--- src/rtl/had_satd_acc.sv ---
// 4x4 Hadamard SATD pipeline: residual + horizontal transform, vertical transform,
// per-block normalised SATD, then a saturating accumulator over NUM_BLK blocks.
module had_satd_acc #(
    parameter int BIT_DEPTH = 8,
    parameter int NUM_BLK   = 4,
    parameter int SUM_W     = 20
) (
    input  logic                     clk,
    input  logic                     rst_n,
    input  logic                     en,
    input  logic                     clear,
    input  logic                     in_valid,
    output logic                     in_ready,
    input  logic [16*BIT_DEPTH-1:0]  cur_blk,
    input  logic [16*BIT_DEPTH-1:0]  ref_blk,
    output logic                     blk_valid,
    output logic [BIT_DEPTH+4:0]     blk_satd,
    output logic                     out_valid,
    input  logic                     out_ready,
    output logic [SUM_W-1:0]         satd_sum
);
    localparam int H_W   = BIT_DEPTH + 3;
    localparam int V_W   = BIT_DEPTH + 5;
    localparam int B_W   = BIT_DEPTH + 5;
    localparam int S_W   = BIT_DEPTH + 10;
    localparam int ACC_W = ((SUM_W > B_W) ? SUM_W : B_W) + 1;
    localparam int CNT_W = (NUM_BLK > 1) ? $clog2(NUM_BLK) : 1;
    localparam logic [CNT_W-1:0] CNT_LAST = CNT_W'(NUM_BLK - 1);
    localparam logic [SUM_W-1:0] SUM_MAX  = '1;

    logic stall;
    logic s1_vld_q, s1_vld_d, s2_vld_q, s2_vld_d, s3_vld_q, s3_vld_d;
    logic [B_W-1:0]   blk_satd_q, blk_satd_d, satd_c;
    logic [SUM_W-1:0] acc_q, acc_d, satd_sum_q, satd_sum_d, sum_sat;
    logic [CNT_W-1:0] cnt_q, cnt_d;
    logic             out_valid_q, out_valid_d;

    logic signed [H_W-1:0] dx [4][4];
    logic signed [H_W-1:0] h_d [4][4];
    logic signed [H_W-1:0] h_q [4][4];
    logic signed [V_W-1:0] vx [4][4];
    logic signed [V_W-1:0] v_d [4][4];
    logic signed [V_W-1:0] v_q [4][4];

    assign stall     = ~en | (out_valid_q & ~out_ready);
    assign in_ready  = ~stall;
    assign blk_valid = s3_vld_q & ~stall;
    assign blk_satd  = blk_satd_q;
    assign out_valid = out_valid_q;
    assign satd_sum  = satd_sum_q;

    function automatic logic [V_W-1:0] mag_of(input logic signed [V_W-1:0] x);
        return x[V_W-1] ? -x : x;
    endfunction

    // Stage 1: residuals and per-row butterflies (0,2)(1,3) then (0,1)(2,3).
    always_comb begin
        for (int r = 0; r < 4; r++) begin
            for (int c = 0; c < 4; c++) begin
                dx[r][c] = H_W'($signed({1'b0, cur_blk[(4*r+c)*BIT_DEPTH +: BIT_DEPTH]}))
                         - H_W'($signed({1'b0, ref_blk[(4*r+c)*BIT_DEPTH +: BIT_DEPTH]}));
            end
            h_d[r][0] = (dx[r][0] + dx[r][2]) + (dx[r][1] + dx[r][3]);
            h_d[r][1] = (dx[r][0] + dx[r][2]) - (dx[r][1] + dx[r][3]);
            h_d[r][2] = (dx[r][0] - dx[r][2]) + (dx[r][1] - dx[r][3]);
            h_d[r][3] = (dx[r][0] - dx[r][2]) - (dx[r][1] - dx[r][3]);
        end
    end

    // Stage 2: same butterflies down each column.
    always_comb begin
        for (int c = 0; c < 4; c++) begin
            for (int r = 0; r < 4; r++) vx[r][c] = V_W'(h_q[r][c]);
            v_d[0][c] = (vx[0][c] + vx[2][c]) + (vx[1][c] + vx[3][c]);
            v_d[1][c] = (vx[0][c] + vx[2][c]) - (vx[1][c] + vx[3][c]);
            v_d[2][c] = (vx[0][c] - vx[2][c]) + (vx[1][c] - vx[3][c]);
            v_d[3][c] = (vx[0][c] - vx[2][c]) - (vx[1][c] - vx[3][c]);
        end
    end

    // Stage 3: DC coefficient is weighted by 1/4 before halving the total.
    logic [S_W-1:0] s_sum, dc_mag, satd_full;
    always_comb begin
        s_sum = '0;
        for (int r = 0; r < 4; r++)
            for (int c = 0; c < 4; c++)
                s_sum = s_sum + S_W'(mag_of(v_q[r][c]));
        dc_mag    = S_W'(mag_of(v_q[0][0]));
        satd_full = s_sum - dc_mag + (dc_mag >> 2) + S_W'(1);
        satd_c    = B_W'(satd_full >> 1);
    end

    logic [ACC_W-1:0] sum_wide;
    assign sum_wide = ACC_W'(acc_q) + ACC_W'(blk_satd_q);
    assign sum_sat  = (sum_wide > ACC_W'(SUM_MAX)) ? SUM_MAX : SUM_W'(sum_wide);

    // NOTE: every next-state signal gets its hold value first, so no path can infer a latch.
    always_comb begin
        s1_vld_d    = s1_vld_q;
        s2_vld_d    = s2_vld_q;
        s3_vld_d    = s3_vld_q;
        blk_satd_d  = blk_satd_q;
        acc_d       = acc_q;
        cnt_d       = cnt_q;
        out_valid_d = out_valid_q;
        satd_sum_d  = satd_sum_q;
        if (clear) begin
            s1_vld_d    = 1'b0;
            s2_vld_d    = 1'b0;
            s3_vld_d    = 1'b0;
            acc_d       = '0;
            cnt_d       = '0;
            out_valid_d = 1'b0;
        end else if (!stall) begin
            s1_vld_d = in_valid;
            s2_vld_d = s1_vld_q;
            s3_vld_d = s2_vld_q;
            if (s2_vld_q) blk_satd_d = satd_c;
            // Not stalled means any pending result is taken on this edge.
            out_valid_d = 1'b0;
            if (s3_vld_q) begin
                if (cnt_q == CNT_LAST) begin
                    satd_sum_d  = sum_sat;
                    out_valid_d = 1'b1;
                    acc_d       = '0;
                    cnt_d       = '0;
                end else begin
                    acc_d = sum_sat;
                    cnt_d = cnt_q + CNT_W'(1);
                end
            end
        end
    end

    always_ff @(posedge clk or negedge rst_n) begin
        if (!rst_n) begin
            s1_vld_q    <= 1'b0;
            s2_vld_q    <= 1'b0;
            s3_vld_q    <= 1'b0;
            blk_satd_q  <= '0;
            acc_q       <= '0;
            cnt_q       <= '0;
            out_valid_q <= 1'b0;
            satd_sum_q  <= '0;
        end else begin
            s1_vld_q    <= s1_vld_d;
            s2_vld_q    <= s2_vld_d;
            s3_vld_q    <= s3_vld_d;
            blk_satd_q  <= blk_satd_d;
            acc_q       <= acc_d;
            cnt_q       <= cnt_d;
            out_valid_q <= out_valid_d;
            satd_sum_q  <= satd_sum_d;
        end
    end

    // NOTE: coefficient registers are qualified by the valid bits, so they need no reset.
    always_ff @(posedge clk) begin
        if (!stall) begin
            h_q <= h_d;
            v_q <= v_d;
        end
    end
endmodule

--- config.mk ---
export PLATFORM = sky130hd
export DESIGN_NAME = had_satd_acc
export DESIGN_NICKNAME = d
export VERILOG_FILES = /design/src/rtl/had_satd_acc.sv
export SDC_FILE = /design/constraint.sdc
export NUM_CORES = 2
export LEC_CHECK = 0
export CAP_MARGIN = 20
export CORE_MARGIN = 2
export CORE_UTILIZATION = 25
export DETAILED_ROUTE_END_ITERATION = 10
export SETUP_SLACK_MARGIN = 0.02
export SYNTH_ARGS = -nofsm -noshare
export SYNTH_HDL_FRONTEND = slang
export SYNTH_SLANG_ARGS = --single-unit
--- constraint.sdc ---
create_clock -name clk -period 45.6 [get_ports clk]
set_input_delay 9.12 -clock clk [delete_from_list [all_inputs] [get_ports clk]]
set_output_delay 9.12 -clock clk [all_outputs]
set_load 0.01 [all_outputs]
; Yosys cells after proc, flatten, opt, wreduce, memory -nomap -nowiden
; Cells that the tools add are included.
[classes]
n_eq_ne = 2
magnitude_cmp = 1
muxes = 35
add_sub_neg = 116
bitwise_logic = 7
n_reduce_logical = 4
[op_table]
columns = operator, n
row1 = 2-to-1 mux 13 bit, 16
row2 = negator 13 bit, 16
row3 = adder 14 x 13 -> 14 bit, 14
row4 = subtractor 8 x 8 -> 9 bit, 16
row5 = adder 12 x 12 -> 13 bit, 8
row6 = subtractor 12 x 12 -> 13 bit, 8
row7 = 2-to-1 mux 20 bit, 5
row8 = adder 11 x 11 -> 12 bit, 8
row9 = subtractor 11 x 11 -> 12 bit, 8
row10 = adder 10 x 10 -> 11 bit, 8
row11 = subtractor 10 x 10 -> 11 bit, 8
row12 = adder 9 x 9 -> 10 bit, 8
row13 = subtractor 9 x 9 -> 10 bit, 8
row14 = adder 20 x 13 -> 21 bit, 1
row15 = > comparator 21 x 20 -> 1 bit (second input constant), 1
row16 = adder 13 x 13 -> 14 bit, 1
row17 = adder 14 x 1 -> 14 bit (second input constant), 1
row18 = adder 14 x 11 -> 14 bit, 1
row19 = subtractor 14 x 13 -> 14 bit, 1
row20 = 2-to-1 mux 1 bit, 10
row21 = 2-to-1 mux 2 bit, 4
row22 = NOT 1 bit, 4
row23 = AND reduction 4 bit, 1
row24 = AND reduction 3 bit, 1
row25 = 7 further kinds, 8
[word_totals]
output_inout_bits = 36
reg_bits = 443
inputBits = 262
wordCells = 205

; Depth between registers and ports, before layout
[depth]
depth_word = 20
mapped_depth = 26
ltp_nobuf = 25

; Worst setup path before layout
; OpenSTA, ideal clock, no wires.
[synth_timing]
path_kind = input-to-output
start = in out_ready
end = out blk_valid
path_buffers = 0
required_time_ns = 36.480
arrival_time_ns = 21.145
cell_stages = 4
slack_ns = 15.335
cell_sequence = inv_1 -> a21boi_2 -> nand2_1 -> inv_1
[synth_between]
elab_chain_cells = 5
[synth_lines]
columns = item, line
row1 = "start, declared", 19  ; input logic out_ready,
row2 = NOT 1 bit, 45  ; assign stall = ~en | (out_valid_q & ~out_ready);
row3 = bitwise AND 1 bit, 45
row4 = bitwise OR 1 bit, 45
row5 = NOT 1 bit (no line), n/a
row6 = net in_ready, 13  ; output logic in_ready,
row7 = bitwise AND 1 bit, 47  ; assign blk_valid = s3_vld_q & ~stall;
row8 = "end, declared", 16  ; output logic blk_valid,
; The timed path passes the listed nets, and every way through them passes these cells.

; Final worst setup path
[layout_timing]
start = in out_ready
end = out blk_valid
[layout_between]
elab_chain_cells = 5
[layout_lines]
columns = item, line
row1 = NOT 1 bit, 45
row2 = bitwise AND 1 bit, 45
row3 = bitwise OR 1 bit, 45
row4 = NOT 1 bit (no line), n/a
row5 = bitwise AND 1 bit, 47
; No other way between the ends.

==> flow_metrics.env <==
export IMPL_max_stage_delay_ns=0.56
export IMPL_drtIter0Drc=2695
export IMPL_worst_setup_path_start_kind="input port"
export IMPL_rows=172
export IMPL_netlist_instances=6148
export IMPL_drive_gt1_frac=0.0260
export IMPL_cts_root_buffer="clkbuf_16"
export IMPL_worstSetupStartpoint="out_ready"
export IMPL_final_hold_violation_count=0
export IMPL_finalMaxSlewViolations=0
export IMPL_final_cell_area_mm2=0.0629
export IMPL_drt_total_wl_um=161000
export IMPL_clock_latency_ns=0.67
export IMPL_wire_per_inst_um=17.4
export IMPL_max_freq_mhz=50.4
export IMPL_vias_per_cell=4.61
export IMPL_finalSetupViolCount=0
export IMPL_drc=0
export IMPL_via_count=42700
export IMPL_setup_tns_ns=0
export IMPL_yosys_warnings=0
export IMPL_fin_skew_ns=0.0651
export IMPL_cp_endpoint="blk_valid"
export IMPL_ys_types=77
export IMPL_ys_seq_area_frac=0.225
export IMPL_hold_buffers=0
export IMPL_reg2regPathDepth=23
export IMPL_fin_cells=9260
export IMPL_initial_core_util=0.252
export IMPL_clk_pin_slew_ns=0.06
export IMPL_firstDrtPassIters=8
export IMPL_hold_path_class="reg2reg"
export IMPL_cts_buffer_depth=3
export IMPL_io_buffers=297
export IMPL_synthesis_nets=7532
export IMPL_grt_pass1_vias=41700
export IMPL_nNetsFinal=7734
export IMPL_grt_pass1_wl_um=243000
export IMPL_synth_ff_type="edfxtp_1"
export IMPL_die_y_um=474
export IMPL_gp_congestion=0.937
export IMPL_io_pins=298
export IMPL_ant_nets=0
export IMPL_fill_cells=23100
export IMPL_period_share=0.435
export IMPL_slew_headroom=0.297
export IMPL_layout_common_cells="inv_1 (951), ha_1 (862), xnor2_1 (516)"
export IMPL_max_cap_violations=0
export IMPL_avgSynthCellArea_um2=8.98
export IMPL_ys_ff_latch=424
export IMPL_grt_util_all_layers=0.139
export IMPL_synth_async_reset_ratio=0.139
export IMPL_cts_buffers=48
export IMPL_rsz0062_at_grt="no"
export IMPL_dieWidth_um=474
export IMPL_crit_path_top_delay_cell="clkdlybuf4s50_1"
export IMPL_worst_pin_slew_ns=1.05
export IMPL_min_period_ns=19.84
export IMPL_placed_cells=9169
export IMPL_worstPathCellList="clkdlybuf4s50_1, inv_1, a21boi_4, nand2_1, inv_1, clkdlybuf4s50_1"
export IMPL_dieArea_mm2=0.225
export IMPL_grt_antenna_before_repair=7
export IMPL_ctsResizeCount=0
export IMPL_grt_max_degree=169
export IMPL_min_from="satd_sum[6]"
export IMPL_synth_edff_count=365
export IMPL_area_delta_synth_final_pct=13.8
export IMPL_coreArea_mm2=0.220
export IMPL_regToRegEndpoint="blk_satd[12]"
export IMPL_fin_util=0.286
export IMPL_crit_type="in2out"
export IMPL_synth_area_mm2=0.0552
export IMPL_required_ns=36.48
export IMPL_r2r_start="v_q[65]"
export IMPL_r2r_setup_slack_ns=38.14
export IMPL_grt_overflow_total=0
export IMPL_crit_fanout=7
export IMPL_final_common_cell="inv_1"
export IMPL_clock_sinks=424
export IMPL_outcome="finished, final reports clean"
export IMPL_h_tree_depth=2
export IMPL_postCtsSetupRepairBufs=0
export IMPL_placed_area_mm2=0.0613
export IMPL_cts_tree="done"
export IMPL_crit_arrival_ns=10.72
export IMPL_endpoint_kind="primary output"
export IMPL_hpwl_um=140000
==> worst min path at each step <==
stage	end	cells past startpoint
2_1_floorplan	acc_q[0]	2
3_3_place_gp	satd_sum[12]	2
3_5_place_dp	satd_sum[6]	2
4_1_cts	satd_sum[6]	2
5_1_grt	satd_sum[6]	2
6_report	satd_sum[6]	2
==> layer usage <==
layer | wire, um | up-vias | GRT usage
met1 | 73400 | 20300 | 0.185
li1 | - | 21200 | -
met3 | 6480 | 178 | 0.0126
met2 | 75400 | 963 | 0.237
met5 | 16 | - | 0
met4 | 5570 | 2 | 0.0445
==> Yosys cell counts (116+ instances only) <==
library cell | n | area (um^2)
edfxtp_1 | 365 | 11000
ha_1 | 862 | 10800
nand2_1 | 289 | 1080
nor3_1 | 116 | 581
inv_1 | 951 | 3570
fa_1 | 260 | 5200
nor2_1 | 378 | 1420
o21ai_0 | 310 | 1550
a21o_1 | 127 | 953
xor2_1 | 317 | 2780
xnor2_1 | 516 | 4520
o21bai_1 | 181 | 1360
clkbuf_1 | 131 | 492
a21oi_1 | 419 | 2100
==> final cells by class <==
cell class	instances	area (um^2)	area share
clock buffer	61	1260	0.0200
antenna	1	2.50	0.0000398
tap	2871	3590	0.0572
sequential	424	12400	0.198
timing repair buffer	308	3080	0.0490
inverter	952	3570	0.0569
clock inverter	27	289	0.00460
multi-input combinational	4616	38600	0.614
==> sequential cells by signal (all words and copies together), names as in the netlist <==
signal,count
acc_q,20
s2_vld_q,1
s3_vld_q,1
s1_vld_q,1
cnt_q,2
blk_satd,13
out_valid,1
v_q,197
h_q,168
satd_sum,20
==> worst max-delay path: cells and delay by family <==
kind,cells,cell delay (ns)
AOI/OAI and AO/OA,1,0.19
buffers and inverters,4,1.22
and+or+nand+nor,1,0.18
==> stage by stage <==
stage               setup WS, ns  hold WS (ns)
CTS                        25.75         0.484
floorplan                  15.34         0.454
finish                     25.76         0.477
global placement           25.73         0.463
detailed placement         25.75         0.472
global route               25.63         0.503
==> kinds of logic after synthesis <==
family	after synthesis	synth area share
xor gates and xnor gates	833	0.132
buffers and inverters	1108	0.0754
muxes	24	0.00446
adders and majority gates	1122	0.290
and+or+nand+nor	1208	0.107
AOI/OAI and AO/OA	1429	0.166
DFF	424	0.225
Power is left out: the tool's default activity adds up to more than one toggle a clock period on the data nets, which glitch-free logic cannot reach.
